[config.mk]
export PLATFORM = sky130hd
export DESIGN_NAME = format_scan_multilane
export DESIGN_NICKNAME = d
export VERILOG_FILES = /design/src/rtl/format_scan_multilane.sv
export SDC_FILE = /design/constraint.sdc
export NUM_CORES = 2
export LEC_CHECK = 0
export ABC_AREA = 0
export CAP_MARGIN = 5
export CORE_AREA = 2 2 266 268
export DETAILED_ROUTE_END_ITERATION = 8
export DIE_AREA = 0 0 268 270
export HOLD_SLACK_MARGIN = 0.02
export PLACE_DENSITY_LB_ADDON = 0.2
export SLEW_MARGIN = 20
export SYNTH_ARGS = -nofsm -noshare
export SYNTH_HDL_FRONTEND = slang
export SYNTH_SLANG_ARGS = --single-unit
[constraint.sdc]
create_clock -name clock_i -period 4.35 [get_ports clock_i]
set_input_delay 0.435 -clock clock_i [delete_from_list [all_inputs] [get_ports clock_i]]
set_output_delay 0.435 -clock clock_i [all_outputs]
set_load 0.01 [all_outputs]
[src/rtl/format_scan_multilane.sv]
// Multi-lane primary-opcode format scanner with valid/ready handshake,
// a 2-entry output/skid buffer and a saturating invalid-lane counter.
module format_scan_multilane #(
    parameter int addressWidth            = 64,
    parameter int instructionWidth        = 32,
    parameter int PidSize                 = 20,
    parameter int TidSize                 = 16,
    parameter int instructionCounterWidth = 64,
    parameter int opcodeSize              = 6,
    parameter int formatWidth             = 26,
    parameter int lanes                   = 2,
    parameter int countWidth              = 16
) (
    input  logic                                 clock_i,
    input  logic                                 reset_i,
    input  logic                                 flush_i,
    input  logic                                 valid_i,
    output logic                                 ready_o,
    input  logic [lanes-1:0]                     laneValid_i,
    input  logic [lanes*instructionWidth-1:0]    instruction_i,
    input  logic [addressWidth-1:0]              instructionAddress_i,
    input  logic [PidSize-1:0]                   instructionPid_i,
    input  logic [TidSize-1:0]                   instructionTid_i,
    input  logic [instructionCounterWidth-1:0]   instructionMajId_i,
    output logic                                 valid_o,
    input  logic                                 ready_i,
    output logic [lanes-1:0]                     laneValid_o,
    output logic [lanes-1:0]                     invalid_o,
    output logic [lanes*formatWidth-1:0]         instFormat_o,
    output logic [lanes*opcodeSize-1:0]          instOpcode_o,
    output logic [lanes*instructionWidth-1:0]    instruction_o,
    output logic [lanes*addressWidth-1:0]        instructionAddress_o,
    output logic [lanes*instructionCounterWidth-1:0] instructionMajId_o,
    output logic [PidSize-1:0]                   instructionPid_o,
    output logic [TidSize-1:0]                   instructionTid_o,
    output logic [countWidth-1:0]                invalidCount_o
);

    localparam int F_A = 0, F_B = 1, F_D = 2, F_DQ = 3, F_DS = 4, F_DX = 5;
    localparam int F_I = 6, F_M = 7, F_MD = 8, F_MDS = 9, F_SC = 10;
    localparam int F_VA = 11, F_VC = 12, F_VX = 13, F_X = 14, F_XFL = 15;
    localparam int F_XFX = 16, F_XL = 17, F_XO = 18, F_XS = 19;
    localparam int F_XX2 = 20, F_XX3 = 21, F_Z22 = 23, F_Z23 = 24;

    typedef enum logic [1:0] {EMPTY, ONE, TWO} state_t;

    typedef struct packed {
        logic [lanes-1:0]                         lane_valid;
        logic [lanes-1:0]                         invalid;
        logic [lanes*formatWidth-1:0]             format;
        logic [lanes*opcodeSize-1:0]              opcode;
        logic [lanes*instructionWidth-1:0]        instruction;
        logic [lanes*addressWidth-1:0]            address;
        logic [lanes*instructionCounterWidth-1:0] maj_id;
        logic [PidSize-1:0]                       pid;
        logic [TidSize-1:0]                       tid;
    } bundle_t;

    // Headroom for up to 8 lanes of increment on top of a full counter
    typedef logic [countWidth+3:0] sum_t;

    function automatic logic [formatWidth-1:0] decode(input logic [opcodeSize-1:0] op);
        logic [formatWidth-1:0] f;
        f = '0;
        case (int'(op)) inside
            18: f[F_I] = 1'b1;
            16: f[F_B] = 1'b1;
            17: f[F_SC] = 1'b1;
            19: begin f[F_XL] = 1'b1; f[F_DX] = 1'b1; end
            2, 3, 7, 8, [10:15], [24:29], [32:55]: f[F_D] = 1'b1;
            57, 58, 61, 62: f[F_DS] = 1'b1;
            56: f[F_DQ] = 1'b1;
            20, 21, 23: f[F_M] = 1'b1;
            30: begin f[F_MD] = 1'b1; f[F_MDS] = 1'b1; end
            31: begin
                f[F_X] = 1'b1; f[F_XO] = 1'b1; f[F_Z23] = 1'b1;
                f[F_A] = 1'b1; f[F_XS] = 1'b1; f[F_XFX] = 1'b1;
            end
            4: begin f[F_VA] = 1'b1; f[F_VX] = 1'b1; f[F_VC] = 1'b1; end
            59: begin
                f[F_A] = 1'b1; f[F_X] = 1'b1;
                f[F_Z22] = 1'b1; f[F_Z23] = 1'b1;
            end
            60: begin f[F_XX2] = 1'b1; f[F_XX3] = 1'b1; end
            63: begin
                f[F_A] = 1'b1; f[F_X] = 1'b1; f[F_XFL] = 1'b1;
                f[F_Z22] = 1'b1; f[F_Z23] = 1'b1;
            end
            default: f = '0;
        endcase
        return f;
    endfunction

    state_t state, state_n;
    bundle_t in_b, out_q, skid_q;
    logic ready_q;
    logic [countWidth-1:0] count_q;
    sum_t pop, sum;
    logic accept, load;
    logic out_we, out_from_skid, skid_we;

    // Lane 0 occupies the most significant slot of every packed lane vector
    always_comb begin
        logic [instructionWidth-1:0] ins;
        logic [opcodeSize-1:0] op;
        logic [formatWidth-1:0] fmt;
        int slot;
        in_b = '0;
        pop = '0;
        ins = '0;
        op = '0;
        fmt = '0;
        slot = 0;
        in_b.lane_valid = laneValid_i;
        in_b.instruction = instruction_i;
        in_b.pid = instructionPid_i;
        in_b.tid = instructionTid_i;
        for (int k = 0; k < lanes; k++) begin
            slot = lanes - 1 - k;
            ins = instruction_i[slot*instructionWidth +: instructionWidth];
            op = ins[instructionWidth-1 -: opcodeSize];
            fmt = decode(op);
            in_b.opcode[slot*opcodeSize +: opcodeSize] = op;
            in_b.format[slot*formatWidth +: formatWidth] = fmt;
            in_b.invalid[slot] = laneValid_i[slot] && (fmt == '0);
            in_b.address[slot*addressWidth +: addressWidth] =
                instructionAddress_i + addressWidth'(4 * k);
            in_b.maj_id[slot*instructionCounterWidth +: instructionCounterWidth] =
                instructionMajId_i + instructionCounterWidth'(k);
            pop = pop + sum_t'(in_b.invalid[slot]);
        end
    end

    assign accept = valid_i && ready_q && !flush_i;
    assign load = accept && (laneValid_i != '0);
    assign sum = sum_t'(count_q) + pop;

    always_comb begin
        state_n = state;
        out_we = 1'b0;
        out_from_skid = 1'b0;
        skid_we = 1'b0;
        case (state)
            EMPTY: begin
                if (load) begin
                    state_n = ONE;
                    out_we = 1'b1;
                end
            end
            ONE: begin
                if (load && ready_i) begin
                    out_we = 1'b1;
                end else if (load) begin
                    state_n = TWO;
                    skid_we = 1'b1;
                end else if (ready_i) begin
                    state_n = EMPTY;
                end
            end
            TWO: begin
                if (ready_i) begin
                    state_n = ONE;
                    out_we = 1'b1;
                    out_from_skid = 1'b1;
                end
            end
            default: state_n = EMPTY;
        endcase
        if (flush_i) begin
            state_n = EMPTY;
            out_we = 1'b0;
            skid_we = 1'b0;
        end
    end

    always_ff @(posedge clock_i) begin
        if (!reset_i) begin
            state <= EMPTY;
            ready_q <= 1'b1;
            out_q <= '0;
            skid_q <= '0;
            count_q <= '0;
        end else begin
            state <= state_n;
            ready_q <= (state_n != TWO);
            if (out_we) out_q <= out_from_skid ? skid_q : in_b;
            if (skid_we) skid_q <= in_b;
            if (accept) begin
                if (sum > sum_t'({countWidth{1'b1}})) count_q <= '1;
                else count_q <= sum[countWidth-1:0];
            end
        end
    end

    assign ready_o = ready_q;
    assign valid_o = (state != EMPTY);
    assign laneValid_o = out_q.lane_valid;
    assign invalid_o = out_q.invalid;
    assign instFormat_o = out_q.format;
    assign instOpcode_o = out_q.opcode;
    assign instruction_o = out_q.instruction;
    assign instructionAddress_o = out_q.address;
    assign instructionMajId_o = out_q.maj_id;
    assign instructionPid_o = out_q.pid;
    assign instructionTid_o = out_q.tid;
    assign invalidCount_o = count_q;

endmodule

==> out/qor.tcl <==
set qor(run_status) {finished clean}
set qor(coreArea_um2) 69500
set qor(syn_area_um2) 33800
set qor(vdd_ir_drop_max_mv) 0.377
set qor(number_of_standard_cells_after_synthesis) 4301
set qor(die_height_um) 270
set qor(slew_headroom) 0.289
set qor(worst_setup_path_end_kind) {flop}
set qor(initial_core_util) 0.486
set qor(critPathRequiredTime_ns) 4.81
set qor(ys_seq_elements) 795
set qor(worst_hold_path_startpoint) {reset_i}
set qor(finalHoldViolCount) 0
set qor(p_int_w) 0.0126
set qor(max_cap_viol_count) 0
set qor(timing.final.ws_setup_ns) 0.948
set qor(yosysTopAreaCellShare) 0.471
set qor(clock_latency_at_the_later_pin_of_the_worst_skew_pair_ns) 0.64
set qor(cts.htree.levels) 3
set qor(clock-root-buffer) {clkbuf_16}
set qor(clkPwrFrac) 0.435
set qor(powerDensity_nw_per_um2) 385
set qor(worst_r2r_startpoint) {ready_o}
set qor(synth_top_area_cells) {dfxtp_1 47%, nand2_1 12%, a21oi_1 6.5%, a311oi_1 6.3%, nor2_1 5.0%}
set qor(ctsLongestPathBuffers) 3
set qor(syn2layout_area_growth_pct) 28.7
set qor(worst_slack_after_detailed_placement_ns) 0.368
set qor(tightest_slew_ns) 1.07
set qor(worst_hold_path_class) {primary input to flop}
set qor(vias) 32168
set qor(die_w_um) 268
set qor(share_seq_of_total_power) 0.457
set qor(place.gp.congestion) 0.864
set qor(cts_setup_buffers) 0
set qor(syn_area_per_cell_um2) 7.86
set qor(setup-tns-final_ns) 0
set qor(multi_input_comb_area_um2) 16000
set qor(postSynth.topFlopCell) {dfxtp_1}
set qor(hold_buffers) 0
set qor(grt_pass1_vias) 28846
set qor(cts_buffers) 84
set qor(post_drt_wl_per_cell_um) 19.3
set qor(switching_power_w) 0.00412
set qor(setup_violations) 0
set qor(combPwrFrac) 0.108
set qor(max_freq_mhz) 294
set qor(final.min_clock_period_ns) 3.40
set qor(finalWirelength_um) 111000
set qor(pin_count) 677
set qor(grt_max_degree) 169
set qor(crit_fanout) 12
set qor(grt-ovfl-total) 0
set qor(fin_worst_skew_ns) 0.0334
set qor(yosysWarningCount) 0
set qor(post_cts_resized) 0
set qor(vias_per_cell) 5.60
set qor(cts_tree) {done}
set qor(ys_seq_area_frac) 0.471
set qor(ys_async_sr_fraction) 0
set qor(postRouteAntennaNets) 0
set qor(synthDistinctLibCells) 72
set qor(worst-r2r-setup-slack_ns) 1.28
set qor(numPortBuffers) 672
set qor(worstHoldPathCells) 3
set qor(drt_iter0_drc) 2925
set qor(min_to) {skid_q[69]}
set qor(critical_path.startpoint_type) {primary input}
set qor(edff_count_synth) 0
set qor(slew_violations) 0
set qor(detailedRoute.firstPassIterationCount) 6
set qor(synth.largest_area_cell) {dfxtp_1}
set qor(r2r.worst_path.cells) 7
set qor(drt_drc_violations_left) 0
set qor(seq_area_um2) 15900
set qor(overall_routing_resource_usage) 0.293
set qor(worst_ep_arrival_time_ns) 3.86
set qor(final_layout_size_suffix_gt1_frac) 0.0541
set qor(setup_repair_after_global_routing_missed_its_margin) {false}
set qor(layout.nets) 4967
set qor(hpwl_um) 73200
set qor(r2r-end) {instructionAddress_o[84]}
set qor(clock_sinks) 795
set qor(post_route_fraction_of_the_period_consumed_by_the_critical_path) 0.782
set qor(wire_length_of_the_first_global_routing_pass_um) 169000
set qor(swShare) 0.246
set qor(final.fill_count) 6159
set qor(floorplan.rows) 97
set qor(cellLeakagePower_nw) 14.8
set qor(antenna_violations_before_repair) 10
set qor(worstSetupPathType) {primary input to flop}
set qor(die_footprint_um2) 72400
set qor(clkSlewWorstSetupHoldPaths_ns) 0.06
[cell usage after synthesis (25+ instances only)]
| library cell | number |
|---|---|
| dfxtp_1 | 795 |
| clkbuf_1 | 263 |
| nand2_1 | 1111 |
| a211oi_1 | 72 |
| nand3_1 | 134 |
| a311oi_1 | 244 |
| xnor2_1 | 73 |
| nor2_1 | 447 |
| o21ai_0 | 124 |
| buf_2 | 65 |
| xor2_1 | 49 |
| a21oi_1 | 438 |
| and3_1 | 25 |
| buf_4 | 54 |
| o21bai_1 | 44 |
| nand4_1 | 36 |
| nor3_1 | 59 |
[cell usage in the layout (no fill, tap or decap), types with 5 or more instances in the layout]
master / netlist / routed
nand2_1: 1111 / 1109
dfxtp_1: 795 / 795
clkdlybuf4s50_1: 0 / 671
nor2_1: 447 / 445
a21oi_1: 438 / 438
a311oi_1: 244 / 244
nand3_1: 134 / 134
o21ai_0: 124 / 124
clkbuf_16: 0 / 86
xnor2_1: 73 / 73
a211oi_1: 72 / 72
nor3_1: 59 / 59
xor2_1: 49 / 49
buf_4: 54 / 46
o21bai_1: 44 / 44
nand4_1: 36 / 36
and3_1: 25 / 25
clkbuf_8: 3 / 25
nor4_1: 24 / 24
a22oi_1: 24 / 24
o22ai_1: 24 / 24
buf_12: 0 / 22
inv_1: 22 / 21
clkinv_2: 0 / 19
o221ai_1: 13 / 13
and4_1: 12 / 12
and2_1: 12 / 10
diode_2: 0 / 9
a32o_1: 9 / 9
clkbuf_1: 263 / 9
nand2b_1: 8 / 8
mux2i_1: 8 / 8
nor2b_1: 7 / 7
o211ai_1: 6 / 6
a31oi_1: 6 / 6
or2_2: 6 / 6
nor4_2: 5 / 5
[through the flow]
step	util	std cells	power [W]	area, µm²	hold WS [ns]
4_1_cts	0.626	5731	0.0169	43500	0.178
3_3_place_gp	0.585	5582	0.00959	40700	0.442
6_report	0.626	5740	0.0167	43500	0.228
5_1_grt	0.626	5740	0.0173	43500	0.224
3_5_place_dp	0.585	5582	0.00961	40700	0.446
2_1_floorplan	-	4304	0.00861	33800	0.432
[sequential cells by signal, indices dropped and copies added (netlist names), 12 cells and up]
register,count
skid_q,388
instructionMajId_o,128
instructionAddress_o,126
instruction_o,52
instFormat_o,30
instructionPid_o,20
instructionTid_o,16
invalidCount_o,16
instOpcode_o,12
[routing by layer]
| metal | share of wire | GRT usage | vias to the layer above | routed length, µm |
|---|---|---|---|---|
| li1 | - | - | 15681 | - |
| met1 | 0.42 | 0.381 | 15068 | 46300 |
| met2 | 0.46 | 0.459 | 1151 | 50800 |
| met3 | 0.072 | 0.0624 | 266 | 7990 |
| met4 | 0.053 | 0.150 | 2 | 5890 |
| met5 | 0.00012 | 0 | - | 13 |
[worst max-delay path, cell delays in order]
cell             delay (ns)
clkdlybuf4s50_1        0.60
or3b_2                 0.59
a21bo_2                0.21
a21boi_0               0.17
a2111oi_0              0.09
buf_4                  0.18
fa_1                   0.42
ha_1                   0.21
nand3_1                0.08
nor2_1                 0.06
nand4_1                0.16
buf_4                  0.20
nand2_1                0.13
o21ai_0                0.22
a21oi_1                0.09
[worst max path at each step]
| stage | from | endpoint | slack, ns | depth (start not counted) |
|---|---|---|---|---|
| after floorplan | instruction_i[31] | invalidCount_o[15] | 1.02 | 14 |
| after global placement | instruction_i[61] | invalidCount_o[5] | 0.39 | 15 |
| after detailed placement | instruction_i[61] | invalidCount_o[5] | 0.37 | 15 |
| after CTS | instruction_i[61] | invalidCount_o[5] | 1.0 | 15 |
| after global routing | instruction_i[29] | invalidCount_o[9] | 0.71 | 15 |
| final | instruction_i[61] | invalidCount_o[5] | 0.95 | 15 |
[power by group through the flow]
stage | Clock [W] | Combinational (W) | Sequential (W)
global placement | 0 | 0.00179 | 0.00780
floorplan | 0 | 0.000743 | 0.00787
finish | 0.00729 | 0.00181 | 0.00765
detailed placement | 0 | 0.00180 | 0.00780
CTS | 0.00741 | 0.00181 | 0.00765
global route | 0.00768 | 0.00195 | 0.00767
[area by class of cell]
type,count,area share
clock buffer,120,0.0581
antenna,9,0.000517
clock inverter,29,0.00667
sequential,795,0.366
tap,940,0.0270
timing repair buffer,740,0.173
multi-input combinational,3084,0.367
inverter,23,0.00216
[cell families after synthesis]
group	after synthesis	share of synthesized area
AOI/OAI and AO/OA	1023	0.196
xor gates and xnor gates	122	0.0316
adders and majority gates	4	0.00170
buffers and inverters	425	0.0580
DFF	795	0.471
muxes	8	0.00237
other	1	0.000111
and+or+nand+nor	1923	0.240
Power figures use the tool's default switching activity.
